**src/rtl/mem_stage_pkg.sv**
```systemverilog
// mem_stage_pkg: bus widths, load-op encodings and bus layouts shared by the MEM stage
package mem_stage_pkg;
  localparam int ES_TO_MS_BUS_WD = 107;
  localparam int MS_TO_WS_BUS_WD = 71;
  localparam int MAX_DISCARD = 3;
  typedef enum logic [2:0] {
    LD_LW   = 3'd0,
    LD_LB   = 3'd1,
    LD_LBU  = 3'd2,
    LD_LH   = 3'd3,
    LD_LHU  = 3'd4,
    LD_LWL  = 3'd5,
    LD_LWR  = 3'd6,
    LD_NONE = 3'd7
  } ld_op_e;
  typedef struct packed {
    logic        ex;
    logic        req_issued;
    ld_op_e      ld_op;
    logic [31:0] rt_val;
    logic        gr_we;
    logic [4:0]  dest;
    logic [31:0] alu_result;
    logic [31:0] pc;
  } es_to_ms_t;
  typedef struct packed {
    logic        ex;
    logic        gr_we;
    logic [4:0]  dest;
    logic [31:0] final_result;
    logic [31:0] pc;
  } ms_to_ws_t;
endpackage

```
**src/rtl/mem_stage_if.sv**
```systemverilog
// mem_stage_if: handshake, memory response and bypass signals around the MEM stage
interface mem_stage_if;
  import mem_stage_pkg::*;
  logic                       ws_allowin;
  logic                       ms_allowin;
  logic                       es_to_ms_valid;
  logic [ES_TO_MS_BUS_WD-1:0] es_to_ms_bus;
  logic                       ms_to_ws_valid;
  logic [MS_TO_WS_BUS_WD-1:0] ms_to_ws_bus;
  logic                       data_sram_data_ok;
  logic [31:0]                data_sram_rdata;
  logic                       WS_EX;
  logic                       MS_EX;
  logic [4:0]                 MEM_dest;
  logic [31:0]                MEM_dest_data;
  logic                       MEM_load_pending;
  modport slave (
    input  ws_allowin, es_to_ms_valid, es_to_ms_bus, data_sram_data_ok, data_sram_rdata, WS_EX,
    output ms_allowin, ms_to_ws_valid, ms_to_ws_bus, MS_EX, MEM_dest, MEM_dest_data, MEM_load_pending
  );
  modport master (
    output ws_allowin, es_to_ms_valid, es_to_ms_bus, data_sram_data_ok, data_sram_rdata, WS_EX,
    input  ms_allowin, ms_to_ws_valid, ms_to_ws_bus, MS_EX, MEM_dest, MEM_dest_data, MEM_load_pending
  );
endinterface

```
**src/rtl/mem_load_align.sv**
```systemverilog
// mem_load_align: selects, extends and merges load data by op and byte offset
module mem_load_align
  import mem_stage_pkg::*;
(
  input  ld_op_e      ld_op,
  input  logic [1:0]  a,
  input  logic [31:0] data,
  input  logic [31:0] rt_val,
  output logic [31:0] result
);
  logic [7:0]  b;
  logic [15:0] h;
  logic [31:0] lmask;
  logic [31:0] rmask;
  assign b = data[{a, 3'b000} +: 8];
  assign h = a[1] ? data[31:16] : data[15:0];
  assign lmask = 32'hFFFF_FFFF << {~a, 3'b000};
  assign rmask = 32'hFFFF_FFFF >> {a, 3'b000};
  // lwl/lwr keep the untouched bytes of rt_val; everything else comes from memory
  always_comb
    result = ld_op == LD_LB  ? {{24{b[7]}}, b} :
             ld_op == LD_LBU ? {24'd0, b} :
             ld_op == LD_LH  ? {{16{h[15]}}, h} :
             ld_op == LD_LHU ? {16'd0, h} :
             ld_op == LD_LWL ? ((data << {~a, 3'b000}) & lmask) | (rt_val & ~lmask) :
             ld_op == LD_LWR ? ((data >> {a, 3'b000}) & rmask) | (rt_val & ~rmask) :
             data;
endmodule

```
**src/rtl/mem_stage.sv**
```systemverilog
// mem_stage: MEM pipeline stage waiting on data_ok, aligning loads and dropping stale responses
module mem_stage
  import mem_stage_pkg::*;
(
  input logic        clk,
  input logic        reset,
  mem_stage_if.slave m
);
  es_to_ms_t   bus_r;
  ms_to_ws_t   out;
  logic        ms_valid;
  logic        data_buf_valid;
  logic [31:0] data_buf;
  logic [1:0]  discard_cnt;
  logic        resp_ok;
  logic        wait_resp;
  logic        ms_ready_go;
  logic [31:0] mem_data;
  logic [31:0] aligned;
  logic [31:0] final_result;
  assign resp_ok = m.data_sram_data_ok && discard_cnt == 2'd0;
  assign wait_resp = ms_valid & bus_r.req_issued & ~bus_r.ex & ~data_buf_valid;
  assign ms_ready_go = ~wait_resp | resp_ok;
  assign m.ms_allowin = ~ms_valid | (ms_ready_go & m.ws_allowin);
  assign m.ms_to_ws_valid = ms_valid & ms_ready_go;
  assign mem_data = data_buf_valid ? data_buf : m.data_sram_rdata;
  mem_load_align u_align (
    .ld_op (bus_r.ld_op),
    .a     (bus_r.alu_result[1:0]),
    .data  (mem_data),
    .rt_val(bus_r.rt_val),
    .result(aligned)
  );
  assign final_result = (bus_r.ex || bus_r.ld_op == LD_NONE) ? bus_r.alu_result : aligned;
  assign out = '{ex: bus_r.ex, gr_we: bus_r.gr_we, dest: bus_r.dest, final_result: final_result, pc: bus_r.pc};
  assign m.ms_to_ws_bus = out;
  assign m.MS_EX = ms_valid & bus_r.ex;
  assign m.MEM_dest = bus_r.dest & {5{ms_valid & bus_r.gr_we}};
  assign m.MEM_dest_data = final_result;
  assign m.MEM_load_pending = bus_r.gr_we & wait_resp & ~resp_ok;
  // stage valid and bus latch; a flush kills both the resident and any entering instruction
  always_ff @(posedge clk)
    if (reset) begin
      ms_valid <= 1'b0;
      bus_r <= '0;
    end else begin
      if (m.WS_EX) ms_valid <= 1'b0;
      else if (m.ms_allowin) ms_valid <= m.es_to_ms_valid;
      if (m.es_to_ms_valid && m.ms_allowin) bus_r <= es_to_ms_t'(m.es_to_ms_bus);
    end
  // hold response data while WB stalls so data_ok is not lost
  always_ff @(posedge clk)
    if (reset || m.WS_EX) data_buf_valid <= 1'b0;
    else if (m.ms_to_ws_valid && m.ws_allowin) data_buf_valid <= 1'b0;
    else if (wait_resp && resp_ok && !m.ws_allowin) begin
      data_buf_valid <= 1'b1;
      data_buf <= m.data_sram_rdata;
    end
  // count responses still owed to flushed requests; a data_ok during a flush of a waiter cancels out
  always_ff @(posedge clk)
    if (reset) discard_cnt <= 2'd0;
    else if (m.WS_EX && wait_resp && !m.data_sram_data_ok)
      discard_cnt <= discard_cnt == 2'(MAX_DISCARD) ? discard_cnt : discard_cnt + 2'd1;
    else if (m.data_sram_data_ok && discard_cnt != 2'd0 && !(m.WS_EX && wait_resp))
      discard_cnt <= discard_cnt - 2'd1;
  // more outstanding stale responses than the counter can track would be a pipeline bug
  always_ff @(posedge clk)
    if (!reset && m.WS_EX && wait_resp && !m.data_sram_data_ok)
      assert (discard_cnt != 2'(MAX_DISCARD));
endmodule
```
**src/flat_wrapper.sv**
```systemverilog
// flat-port wrapper written by rule: the top's interface ports become plain ports
module mem_stage_flat import mem_stage_pkg::*;
  (clk, reset, m_ws_allowin, m_es_to_ms_valid, m_es_to_ms_bus, m_data_sram_data_ok, m_data_sram_rdata, m_WS_EX, m_ms_allowin, m_ms_to_ws_valid, m_ms_to_ws_bus, m_MS_EX, m_MEM_dest, m_MEM_dest_data, m_MEM_load_pending);
  mem_stage_if m_i ();
  input logic clk;
  input logic reset;
  input wire logic [$bits(m_i.ws_allowin)-1:0] m_ws_allowin;
  input wire logic [$bits(m_i.es_to_ms_valid)-1:0] m_es_to_ms_valid;
  input wire logic [$bits(m_i.es_to_ms_bus)-1:0] m_es_to_ms_bus;
  input wire logic [$bits(m_i.data_sram_data_ok)-1:0] m_data_sram_data_ok;
  input wire logic [$bits(m_i.data_sram_rdata)-1:0] m_data_sram_rdata;
  input wire logic [$bits(m_i.WS_EX)-1:0] m_WS_EX;
  output wire logic [$bits(m_i.ms_allowin)-1:0] m_ms_allowin;
  output wire logic [$bits(m_i.ms_to_ws_valid)-1:0] m_ms_to_ws_valid;
  output wire logic [$bits(m_i.ms_to_ws_bus)-1:0] m_ms_to_ws_bus;
  output wire logic [$bits(m_i.MS_EX)-1:0] m_MS_EX;
  output wire logic [$bits(m_i.MEM_dest)-1:0] m_MEM_dest;
  output wire logic [$bits(m_i.MEM_dest_data)-1:0] m_MEM_dest_data;
  output wire logic [$bits(m_i.MEM_load_pending)-1:0] m_MEM_load_pending;
  assign m_i.ws_allowin = m_ws_allowin;
  assign m_i.es_to_ms_valid = m_es_to_ms_valid;
  assign m_i.es_to_ms_bus = m_es_to_ms_bus;
  assign m_i.data_sram_data_ok = m_data_sram_data_ok;
  assign m_i.data_sram_rdata = m_data_sram_rdata;
  assign m_i.WS_EX = m_WS_EX;
  assign m_ms_allowin = m_i.ms_allowin;
  assign m_ms_to_ws_valid = m_i.ms_to_ws_valid;
  assign m_ms_to_ws_bus = m_i.ms_to_ws_bus;
  assign m_MS_EX = m_i.MS_EX;
  assign m_MEM_dest = m_i.MEM_dest;
  assign m_MEM_dest_data = m_i.MEM_dest_data;
  assign m_MEM_load_pending = m_i.MEM_load_pending;
  mem_stage u_core (.clk(clk), .reset(reset), .m(m_i));
endmodule
```
**config.mk**
```make
export PLATFORM = sky130hd
export DESIGN_NAME = mem_stage_flat
export DESIGN_NICKNAME = d
export VERILOG_FILES = /design/src/rtl/mem_stage_pkg.sv /design/src/rtl/mem_stage_if.sv /design/src/rtl/mem_load_align.sv /design/src/rtl/mem_stage.sv /design/src/flat_wrapper.sv
export SDC_FILE = /design/constraint.sdc
export NUM_CORES = 1
export LEC_CHECK = 0
export CORE_MARGIN = 1
export CORE_UTILIZATION = 40
export CTS_CLUSTER_SIZE = 25
export DETAILED_ROUTE_END_ITERATION = 8
export GPL_ROUTABILITY_DRIVEN = 1
export PLACE_DENSITY_LB_ADDON = 0.12
export SLEW_MARGIN = 20
export SYNTH_ARGS = -nofsm -noshare
export SYNTH_HDL_FRONTEND = slang
export SYNTH_SLANG_ARGS = --single-unit
```
**constraint.sdc**
```tcl
create_clock -name clk -period 5.49 [get_ports clk]
set_input_delay 1.098 -clock clk [delete_from_list [all_inputs] [get_ports clk]]
set_output_delay 1.098 -clock clk [all_outputs]
set_load 0.05 [all_outputs]
```
======== Word-level counts from Yosys, hierarchy flattened ========
Cells that the tools add are included.
cells by class
  shift-type cells ........................ 5
  bitwise gates (word level) .............. 28
  reductions and logical operators ........ 21
  add/subtract/negate cells ............... 2
  eq/ne operators ......................... 9
  multiplexer cells ....................... 12
operator list
  kind                     number
  $mux W32                 8
  $and A32 B32 Y32         4
  $not A32 Y32             2
  $or A32 B32 Y32          2
  $shiftx A32 B6 Y8        1
  $shl A32 B5 Y32          1
  $shl A32 B5 Y32 const A  1
  $shr A32 B5 Y32          1
  $shr A32 B5 Y32 const A  1
  $mux W16                 1
  $eq A3 B3 Y1 const B     4
  $and A1 B1 Y1            9
  $logic_and A1 B1 Y1      9
  $not A1 Y1               7
  $eq A3 B2 Y1 const B     2
  $mux W2                  3
  $and A5 B5 Y5            1
  $reduce_bool A2 Y1       2
  $reduce_or A2 Y1         2
  $eq A3 B1 Y1 const B     1
  $logic_not A1 Y1         3
  $reduce_and A3 Y1        1
  $add A2 B1 Y2 const B    1
  $eq A2 B2 Y1 const B     1
  7 further kinds          9
word-level totals
  logic and storage cells ................. 89
  bits in registers ....................... 143
  input bits .............................. 145
  output and inout bits ................... 112

======== Longest topological paths before layout ========
  depth after elaboration ................. 11
  gate-level depth with buffers ........... 10
  gate-level depth less buffers ........... 5

======== By module ========
From an unflattened synthesis, not the netlist that was laid out.
unflattened totals
  cells, all modules ...................... 1033
  area total of the unflattened synthesis .. 9370.2 um^2
modules (own cells, without submodules)
  module          area each (um^2)  instances  cells each  sequential area each (um^2)
  mem_stage       6824.0            1          683         3183.1
  mem_load_align  2546.2            1          350         0.0

======== Worst setup path before layout ========
Ideal clock, no wire load.
  path type ............................... input -> output
  start point ............................. input m_data_sram_rdata[23]
  end point ............................... output m_ms_to_ws_bus[48]
  buffers on the path ..................... 2
  arrival ................................. 3.629 ns
  setup slack ............................. 0.763 ns
  cell stages on the path ................. 7
  data required time ...................... 4.392 ns
  path through ............................ mux4_2 mux2i_4 o21ai_2 clkbuf_1 nor2_1 a211oi_1 buf_4
on the way
  cells in the longest elaborated chain, start to end .. 4
RTL lines
  what                line                  text
  start: declaration  flat_wrapper.sv:11    input wire logic [$bits(m_i.data_sram_rdata)-1:0] m_data_sram_rdata;
  $mux W32            mem_stage.sv:26       assign mem_data = data_buf_valid ? data_buf : m.data_sram_rdata;
  $shiftx A32 B6 Y8   mem_load_align.sv:15  assign b = data[{a, 3'b000} +: 8];
  $mux W32            mem_load_align.sv:21  result = ld_op == LD_LB ? {{24{b[7]}}, b} :
  $mux W32            mem_stage.sv:34       assign final_result = (bus_r.ex || bus_r.ld_op == LD_NONE) ? bus_r.alu_result : aligned;
  end: declaration    flat_wrapper.sv:15    output wire logic [$bits(m_i.ms_to_ws_bus)-1:0] m_ms_to_ws_bus;
No other way between the ends.

======== Final worst setup path ========
  start point ............................. input m_data_sram_rdata[15]
  end point ............................... output m_MEM_dest_data[16]
on the way
  cells in the longest elaborated chain, start to end .. 6
  elaborated cells between the ends (all ways) .. 7
  classes of those cells .................. shift (1); mux (6)
RTL lines
  what                                                       line                  text
  $mux W32 *                                                 mem_stage.sv:26
  branches (longest 3 deep; another with $shiftx A32 B6 Y8)  -
  $mux W32 *                                                 mem_load_align.sv:21
  $mux W32 *                                                 mem_stage.sv:34
  end: declaration                                           flat_wrapper.sv:18    output wire logic [$bits(m_i.MEM_dest_data)-1:0] m_MEM_dest_data;
Every way passes the cells marked *.

==> results.py <==
metrics = {
    "clock_tree": {
        "postCtsSetupBuffers": 0,
        "h-tree-depth": 4,
        "insertion_delay_ns": 0.43,
        "cts_buffers": 17,
        "cts_tree": "built",
        "cts_buffer_depth": 2,
        "post_cts_resized": 0,
        "root_buffer": "clkbuf_16",
        "ctsHoldBuffers": 0,
        "numClockSinks": 143,
        "clk_pin_slew_ns": 0.06,
    },
    "worst_setup_path": {
        "rr_worst_depth": 7,
        "cp-end-kind": "primary output",
        "timing.rr.end": "u_core.bus_r[72]",
        "crit_arrival_ns": 4.11,
        "rr_startpoint": "u_core.data_buf_valid",
        "reg2reg_slack_ns": 2.78,
        "critPathLaunchType": "input pin",
        "critPathKind": "input pin to primary output",
        "cp.required_ns": 4.39,
        "crit_start": "m_data_sram_rdata[15]",
        "cp_max_fo": 12,
    },
    "grt": {
        "grt_max_degree": 100,
        "antenna_found_initial": 0,
        "grt_overflow": 0,
        "groute.usage.overall": 0.247,
        "grt_pass1_vias": 7505,
        "grt_first_pass_wirelength_mm": 44.2,
    },
    "synth": {
        "synth_fp_nets": 1077,
        "syn_area_sq_um": 8980,
        "synthCells": 932,
        "synth-warning-count": 0,
        "avgSynthCellArea_sq_um": 9.63,
        "ys_seq_elements": 143,
        "synth-main-ff-cell": "dfxtp_1",
        "synth_cell_types": 60,
        "async_flop_share": 0,
        "yosysSeqAreaShare": 0.355,
        "synth_enable_flop_cells": 32,
    },
    "power": {
        "peakVddDrop_mv": 0.193,
        "leakagePower_nw": 4.46,
        "power_density_nw_per_um2": 300,
    },
    "detailed_routing": {
        "antenna_left": 0,
        "vias_per_cell": 5.59,
        "drt_iter0_markers": 586,
        "drc_errors": 0,
        "wl_per_cell_um": 20.6,
        "num_vias": 7720,
        "wirelength_mm": 28.4,
        "drt_pass1_iterations": 5,
    },
    "sta": {
        "worst_pin_slew_ns": 1.09,
        "clock.fmax_ghz": 0.192,
        "rsz0062_at_grt": "no",
        "hold_violations": 0,
        "maxSlewHeadroom": 0.264,
        "setup_tns_ns": 0,
        "fin_crit_sh": 0.949,
        "skew_ns": 0.0107,
        "finalCriticalPeriod_ns": 5.21,
        "finalSetupViolCount": 0,
        "slew_violations": 0,
    },
    "status": {
        "outcome": "finished clean",
    },
    "cells_and_area": {
        "syn2layout_area_growth_pct": 32.3,
        "diodes": 0,
        "layout-drive-gt1-share": 0.127,
        "fin_nets": 1233,
        "final_util": 0.543,
    },
    "min_path": {
        "min_path_type": "register to register",
        "min_from": "u_core.m.ms_to_ws_bus[2]",
        "min_to": "u_core.m.ms_to_ws_bus[2]",
        "min_path_cells": 2,
    },
    "placed_design": {
        "portBuffers": 256,
        "dpl.hpwl_mm": 20.9,
        "place.gp.congestion": 0.934,
    },
    "die": {
        "die_h_um": 152,
        "start_util": 0.410,
        "rows": 54,
        "pin_count": 257,
        "dieWidth_um": 152,
        "core_sq_um": 21900,
        "dieArea_sq_um": 23000,
    },
    "flow_run": {
        "max-cap-violations": 0,
    },
}
-- metal layers --
| metal | GRT usage | share of wire | vias to the layer above |
|---|---|---|---|
| li1 | - | - | 3640 |
| met1 | 0.327 | 0.42 | 3665 |
| met2 | 0.378 | 0.45 | 369 |
| met3 | 0.0622 | 0.087 | 46 |
| met4 | 0.111 | 0.039 | 0 |
| met5 | 0 | 0 | - |
-- placed cells by master, fill, tap and decap left out, types with 7 or more instances in the layout --
cell type        count
mux2i_1            145
nand3_1              9
o211ai_1            13
a22oi_1              8
o21ai_0             19
o21ai_1             11
edfxtp_1            32
o22ai_1              8
clkbuf_16           19
mux2_2              27
a31oi_1             12
a21boi_0             8
clkdlybuf4s50_1    255
nor2_1             153
dfxtp_1            108
nand2_1             59
mux4_2              37
o221a_1              7
a21oi_1             52
buf_4               18
-- critical path, cell delays in order --
cell and delay, ns:
clkdlybuf4s50_1 0.52, mux4_2 0.56, mux2i_4 0.19, o21ai_2 0.21, a2111oi_4 0.64, a211oi_1 0.14, clkdlybuf4s50_1 0.74
-- cell type report --
class | instances | area [sq um]
multi-input cells | 645 | 4930
clock inverters | 10 | 145
clock buffers | 22 | 497
flip-flops and latches | 143 | 3190
repair buffers | 276 | 2750
fillers | 2014 | 10000
inverters | 5 | 18.8
well taps | 280 | 350
-- logic make-up (layout without fill, tap and decap cells) --
group / count (synthesis) / count (layout) / share of synthesized area
AND/OR/NAND/NOR: 260 / 260 / 0.125
AO/OA/AOI/OAI: 171 / 171 / 0.127
multiplexers: 211 / 211 / 0.293
buffers and inverters: 144 / 313 / 0.0982
flip-flops: 143 / 143 / 0.355
XOR/XNOR: 3 / 3 / 0.00293
-- power by group --
part / internal, mW / switching [mW] / total [mW]
sequential: 1.12 / 0.0466 / 1.17
clock: 0.786 / 0.474 / 1.26
combinational: 0.439 / 0.690 / 1.13
-- worst max-delay path by stage --
stage | endpoint | slack [ns] | depth (start not counted)
after CTS | m_MEM_dest_data[16] | 0.28 | 7
after floorplan | m_ms_to_ws_bus[48] | 0.76 | 7
after global routing | m_MEM_dest_data[21] | 0.13 | 7
after detailed placement | m_MEM_dest_data[16] | 0.29 | 7
final | m_MEM_dest_data[16] | 0.28 | 7
after global placement | m_ms_to_ws_bus[53] | 0.36 | 7
-- registers in the layout, indices dropped and copies added, names as in the netlist --
| signal | count |
|---|---|
| u_core.bus_r | 68 |
| u_core.data_buf | 32 |
| u_core.data_buf_valid | 1 |
| u_core.discard_cnt | 2 |
| u_core.m.ms_to_ws_bus | 39 |
| u_core.ms_valid | 1 |
-- synthesized netlist by cell type (all sizes together), types with 10 or more instances --
cell	instances	share of area
o211ai	13	0.011
nand2	59	0.025
mux2i	146	0.16
buf	105	0.082
a21oi	53	0.031
mux4	37	0.093
edfxtp	32	0.11
nor3	10	0.0084
nor2	154	0.065
clkbuf	34	0.014
o21ai	32	0.019
mux2	28	0.036
a31oi	13	0.0098
dfxtp	111	0.25
-- per-stage QoR --
step	power, mW	instances	area [sq um]	setup WS (ns)	hold slack, ns
after floorplan	1.98	932	8980	0.763	0.454
after global placement	2.31	1349	11200	0.357	0.472
after detailed placement	2.32	1349	11200	0.293	0.482
after CTS	3.58	1381	11900	0.281	0.498
after global routing	3.69	1381	11900	0.126	0.513
final	3.56	1381	11900	0.281	0.491
(Power assumes the default switching activity.)
